**src/rtl/philo_waiter_if.sv**
```systemverilog
// philo_waiter_if: seat-side request/done and waiter-side grant signals.
// master = seats (drive req/done), slave = waiter.
interface philo_waiter_if #(
  parameter int N  = 8,
  parameter int PW = $clog2(N)
);
  logic [N-1:0]           req;
  logic [N-1:0]           done;
  logic [N-1:0]           grant;
  logic [N-1:0]           new_grant;
  logic [$clog2(N+1)-1:0] eat_cnt;
  logic [PW-1:0]          ptr;
  logic                   proto_err;
  logic [N-1:0]           revoke;

  modport master (
    output req, done,
    input  grant, new_grant, eat_cnt, ptr, proto_err, revoke
  );

  modport slave (
    input  req, done,
    output grant, new_grant, eat_cnt, ptr, proto_err, revoke
  );
endinterface

```
**src/rtl/philo_waiter.sv**
```systemverilog
// philo_waiter: round-robin fork waiter for an N-seat ring.
// Optional eat timeout: define PHILO_WAITER_TIMEOUT_EN.
module philo_waiter #(
  parameter int N         = 8,
  parameter int PW        = $clog2(N),
  parameter int EAT_LIMIT = 15
) (
  input logic         clk,
  input logic         rst_n,
  philo_waiter_if.slave bus
);
  localparam int CW = $clog2(N + 1);

  logic [N-1:0]  grant_q, grant_d;
  logic [N-1:0]  new_grant_q, new_grant_d;
  logic [CW-1:0] eat_cnt_q, eat_cnt_d;
  logic [PW-1:0] ptr_q, ptr_d;
  logic          perr_q, perr_d;
  logic [N-1:0]  cand, keep, blocked;
  logic          found;

`ifdef PHILO_WAITER_TIMEOUT_EN
  localparam int TW = $clog2(EAT_LIMIT + 1);

  logic [TW-1:0] tmr_q [N];
  logic [TW-1:0] tmr_d [N];
  logic [N-1:0]  revoke_q, revoke_d;
  logic [N-1:0]  expire;

  assign blocked = revoke_q;

  // Timeout detection, surviving grants and timer update
  always_comb begin
    expire = '0;
    for (int i = 0; i < N; i++) begin
      expire[i] = grant_q[i] & ~bus.done[i]
                & (tmr_q[i] == TW'(EAT_LIMIT));
    end
    keep     = grant_q & ~bus.done & ~expire;
    revoke_d = expire;
    for (int i = 0; i < N; i++) begin
      if (new_grant_d[i])
        tmr_d[i] = '0;
      else if (keep[i])
        tmr_d[i] = tmr_q[i] + TW'(1);
      else
        tmr_d[i] = '0;
    end
  end

  // Per-seat eat timers and revoke pulse register
  always_ff @(posedge clk) begin
    if (!rst_n) begin
      revoke_q <= '0;
      for (int i = 0; i < N; i++) tmr_q[i] <= '0;
    end else begin
      revoke_q <= revoke_d;
      for (int i = 0; i < N; i++) tmr_q[i] <= tmr_d[i];
    end
  end

  assign bus.revoke = revoke_q;
`else
  assign blocked    = '0;
  assign bus.revoke = '0;

  // Grants persist until the seat reports done
  always_comb begin
    keep = grant_q & ~bus.done;
  end
`endif

  // Candidates: hungry, idle, both neighbours idle (registered view)
  always_comb begin
    cand = '0;
    for (int i = 0; i < N; i++) begin
      cand[i] = bus.req[i] & ~grant_q[i] & ~blocked[i]
              & ~grant_q[(i + N - 1) % N]
              & ~grant_q[(i + 1) % N];
    end
  end

  // Round-robin pick: scan ptr..N-1, then 0..ptr-1
  always_comb begin
    new_grant_d = '0;
    ptr_d       = ptr_q;
    found       = 1'b0;
    for (int i = 0; i < N; i++) begin
      if (!found && cand[i] && (i >= int'(ptr_q))) begin
        found          = 1'b1;
        new_grant_d[i] = 1'b1;
        ptr_d          = (i == N - 1) ? '0 : PW'(i + 1);
      end
    end
    for (int i = 0; i < N; i++) begin
      if (!found && cand[i] && (i < int'(ptr_q))) begin
        found          = 1'b1;
        new_grant_d[i] = 1'b1;
        ptr_d          = (i == N - 1) ? '0 : PW'(i + 1);
      end
    end
  end

  // Next grant vector, its population and the sticky error
  always_comb begin
    grant_d   = keep | new_grant_d;
    eat_cnt_d = CW'($countones(grant_d));
    perr_d    = perr_q | (|(bus.done & ~grant_q));
  end

  // Main state registers
  always_ff @(posedge clk) begin
    if (!rst_n) begin
      grant_q     <= '0;
      new_grant_q <= '0;
      eat_cnt_q   <= '0;
      ptr_q       <= '0;
      perr_q      <= 1'b0;
    end else begin
      grant_q     <= grant_d;
      new_grant_q <= new_grant_d;
      eat_cnt_q   <= eat_cnt_d;
      ptr_q       <= ptr_d;
      perr_q      <= perr_d;
    end
  end

  assign bus.grant     = grant_q;
  assign bus.new_grant = new_grant_q;
  assign bus.eat_cnt   = eat_cnt_q;
  assign bus.ptr       = ptr_q;
  assign bus.proto_err = perr_q;
endmodule
```
**src/flat_wrapper.sv**
```systemverilog
// flat-port wrapper written by rule: the top's interface ports become plain ports
module philo_waiter_flat 
#(
  parameter int N         = 8,
  parameter int PW        = $clog2(N),
  parameter int EAT_LIMIT = 15
)
  (clk, rst_n, bus_req, bus_done, bus_grant, bus_new_grant, bus_eat_cnt, bus_ptr, bus_proto_err, bus_revoke);
  philo_waiter_if #(.N(N), .PW(PW)) bus_i ();
  input logic clk;
  input logic rst_n;
  input wire logic [$bits(bus_i.req)-1:0] bus_req;
  input wire logic [$bits(bus_i.done)-1:0] bus_done;
  output wire logic [$bits(bus_i.grant)-1:0] bus_grant;
  output wire logic [$bits(bus_i.new_grant)-1:0] bus_new_grant;
  output wire logic [$bits(bus_i.eat_cnt)-1:0] bus_eat_cnt;
  output wire logic [$bits(bus_i.ptr)-1:0] bus_ptr;
  output wire logic [$bits(bus_i.proto_err)-1:0] bus_proto_err;
  output wire logic [$bits(bus_i.revoke)-1:0] bus_revoke;
  assign bus_i.req = bus_req;
  assign bus_i.done = bus_done;
  assign bus_grant = bus_i.grant;
  assign bus_new_grant = bus_i.new_grant;
  assign bus_eat_cnt = bus_i.eat_cnt;
  assign bus_ptr = bus_i.ptr;
  assign bus_proto_err = bus_i.proto_err;
  assign bus_revoke = bus_i.revoke;
  philo_waiter #(.N(N), .PW(PW), .EAT_LIMIT(EAT_LIMIT)) u_core (.clk(clk), .rst_n(rst_n), .bus(bus_i));
endmodule
```
**config.mk**
```make
export PLATFORM = sky130hd
export DESIGN_NAME = philo_waiter_flat
export DESIGN_NICKNAME = d
export VERILOG_FILES = /design/src/rtl/philo_waiter_if.sv /design/src/rtl/philo_waiter.sv /design/src/flat_wrapper.sv
export SDC_FILE = /design/constraint.sdc
export NUM_CORES = 1
export LEC_CHECK = 0
export ABC_AREA = 1
export CELL_PAD_IN_SITES_DETAIL_PLACEMENT = 1
export CELL_PAD_IN_SITES_GLOBAL_PLACEMENT = 1
export CORE_ASPECT_RATIO = 1.75
export CORE_MARGIN = 8
export CORE_UTILIZATION = 30
export DETAILED_ROUTE_END_ITERATION = 6
export PLACE_DENSITY = 0.82
export SLEW_MARGIN = 20
export SYNTH_ARGS = -nofsm -noshare
export SYNTH_HDL_FRONTEND = slang
export SYNTH_SLANG_ARGS = --single-unit
```
**constraint.sdc**
```tcl
create_clock -name clk -period 3.63 [get_ports clk]
set_input_delay 0.726 -clock clk [delete_from_list [all_inputs] [get_ports clk]]
set_output_delay 0.726 -clock clk [all_outputs]
set_load 0.05 [all_outputs]
```
==> out/metrics.cfg <==
[flow_run]
cap_violations = 0

[yosys]
yosysUniqueCellTypes = 33
synth_seq_cells = 24
syn_inst = 226
synth_area_leaders = dfxtp_1, inv_1, nand2_1
yosysMostFrequentCell = inv_1
yosys_most_used_dff = dfxtp_1
synth.cell_area_mm2 = 0.00166
synth_top_area_share_pct = 29.0
synth_async_sr_flop_share_pct = 0
synth_edf_count = 0
seq_area_frac_synth_pct = 29.0
syn-mean-instance-area_um2 = 7.32
synthTopCellsByCount = inv_1, nand2_1, nor2_1
yosys_warnings = 0
synth_top_area_cell = dfxtp_1

[cts]
cts_tree = yes
cts_buffers = 3
cts.sinks = 24
h-tree-depth = 1
clk_latency_ns = 0.29
clock_path_buffers = 2
clkTransAtPathRegs_ns = 0.10
cts-root-buf = clkbuf_8

[die]
io_pins = 50
rows = 36
die_w_um = 72.2
die_y_um = 114
coreArea_mm2 = 0.00545
die_area_mm2 = 0.00824
start_util_pct = 30.4

[setup_path]
cp_max_fo = 3
worstPathArrival_ns = 4.21
critPathCaptureType = flip-flop
worstSetupStartpointType = primary input
path_class = primary input to flip-flop
crit_required_ns = 3.87

[drt]
drtPass1Iterations = 4
drtIter0Drc = 133
drc_errors = 0
ant_nets = 0
routed_via_density = 4.80
num_vias = 2129
routed_wl_mm = 8.95
wire_per_inst_um = 20.2

[layout]
final_layout_size_suffix_gt1_share_pct = 50.3
diodes = 0
fillCellCount = 667
fin_nets = 397
syn2layout_area_growth_pct = 88.9

[sta]
hold_violations = 0
fin_crit_ns = 3.97
clock.fmax_ghz = 0.252
worst_slew_pin_slew_ns = 0.677
period_share_pct = 109
worst_slack_ns = -0.339
clock_skew_ns = 0.00740
finalSetupViolations = 2
setup_tns_ns = -0.610
rsz0062_at_grt = true
drv_slew = 0
timing.slew.headroom_pct = 54.7

[worst_hold_path]
min_path_type = flip-flop to flip-flop

[placement]
portBuffers = 41
gp_congestion = 0.925
dp_slack_ns = -0.977
dp_hpwl_mm = 5.30

[global_routing]
grt_pass1_wl_mm = 12.8
grt_pass1_vias = 2466
grt_overflow = 0
antenna_found_initial = 0
grt_util_all_layers_pct = 20.5
grt_max_degree = 15

[status]
violations = setup timing
status = complete, but fails checks

[power]
irDropWorstVdd_uv = 400
powerDensity_mw_per_mm2 = 889
p_leak_nw = 1.59

## critical path: stages
cell and delay [ns]:
buf_6 0.11, nand2_8 0.06, nor2_4 0.04, nand2_4 0.09, nand3_4 0.09, nor2_4 0.16, nand4_4 0.13, nor2_4 0.18
nand4_4 0.12, nor2_4 0.17, nand2_2 0.06, nand2_2 0.09, inv_2 0.06, o21ai_2 0.08, ha_2 0.20, inv_2 0.05
fa_1 0.48, inv_1 0.05, fa_1 0.44, ha_2 0.19, fa_1 0.51, nand2_1 0.05, inv_1 0.07
## sequential cells by signal, indices dropped and copies added (netlist names)
| name | flops |
|---|---|
| u_core.bus.ptr | 3 |
| u_core.bus.grant | 8 |
| u_core.bus.proto_err | 1 |
| u_core.bus.new_grant | 8 |
| u_core.bus.eat_cnt | 4 |
## stage by stage
| step | total power, W | util [%] | std cells | hold WS, ns | area (um2) |
|---|---|---|---|---|---|
| after floorplan | 0.00134 | - | 233 | 0.691 | 1740 |
| after CTS | 0.00253 | 54.7 | 433 | 0.626 | 2980 |
| after detailed placement | 0.00202 | 47.4 | 394 | 0.597 | 2580 |
| final | 0.00278 | 57.4 | 444 | 0.620 | 3130 |
| after global routing | 0.00294 | 57.4 | 444 | 0.636 | 3130 |
| after global placement | 0.00196 | 47.4 | 394 | 0.571 | 2580 |
## layout by cell type (no fill, tap or decap), drive strengths merged, types with 2 or more instances in the layout
cell	synthesis	final
buf	9	104
inv	58	58
nand2	38	38
clkdlybuf4s50	0	33
nor2	33	33
dfxtp	24	24
nand3	14	14
nand4	9	9
conb	1	8
a21oi	8	8
o21ai	7	7
ha	6	6
fa	4	4
clkbuf	1	4
a31oi	3	3
o211ai	3	3
or2	2	2
o41ai	2	2
clkdlybuf4s15	0	2
dlygate4sd2	0	2
## metal layers
layer,vias up,track usage (%),wire length [um]
li1,968,-,-
met1,1041,17.9,3100
met2,76,40.0,4950
met3,44,2.46,288
met4,0,15.4,616
met5,-,0,0
## cell families after synthesis
logic type               share of synthesized area, %
AO/OA/AOI/OAI                                    9.83
other                                           0.227
buffers and inverters                            17.3
AND/OR/NAND/NOR                                  34.2
adder cells (fa/ha/maj)                          9.37
flip-flops                                       29.0
## final timing paths
| check | depth (start not counted) | slack, ns | to | start |
|---|---|---|---|---|
| max | 23 | -0.34 | u_core.bus.eat_cnt[2]$_SDFF_PN0_ | bus_req[2] |
| min | 2 | 0.62 | u_core.bus.proto_err$_SDFF_PN0_ | u_core.bus.proto_err$_SDFF_PN0_ |
| max reg2reg | 23 | -0.33 | u_core.bus.eat_cnt[2]$_SDFF_PN0_ | u_core.bus.ptr[2]$_SDFFE_PN0P_ |
| min reg2reg | 2 | 0.62 | u_core.bus.proto_err$_SDFF_PN0_ | u_core.bus.proto_err$_SDFF_PN0_ |
## cell type report
type / instances / area (um2) / share of cell area [%]
clock buffer: 4 / 55.1 / 1.76
tap: 76 / 95.1 / 3.04
inverter: 58 / 220 / 7.04
sequential: 24 / 499 / 16.0
timing repair buffer: 141 / 1160 / 37.0
multi-input combinational: 141 / 1100 / 35.2
## repair_timing
action                                  in CTS  in global routing
gates resized for setup                     51                 19
gates cloned                                 0                  0
pin swaps                                   26                 16
hold buffers                                 0                  0
buffers inserted                            36                 15
endpoints found under the setup margin       3                  4
## power by group
group	total (W)	switching, W	internal, W	leakage [nW]
clock	0.000206	0.000108	0.0000976	0.0288
sequential	0.000418	0.0000711	0.000347	0.201
combinational	0.00216	0.00120	0.000954	1.36
Note: power is estimated with default switching activity, not from simulation.
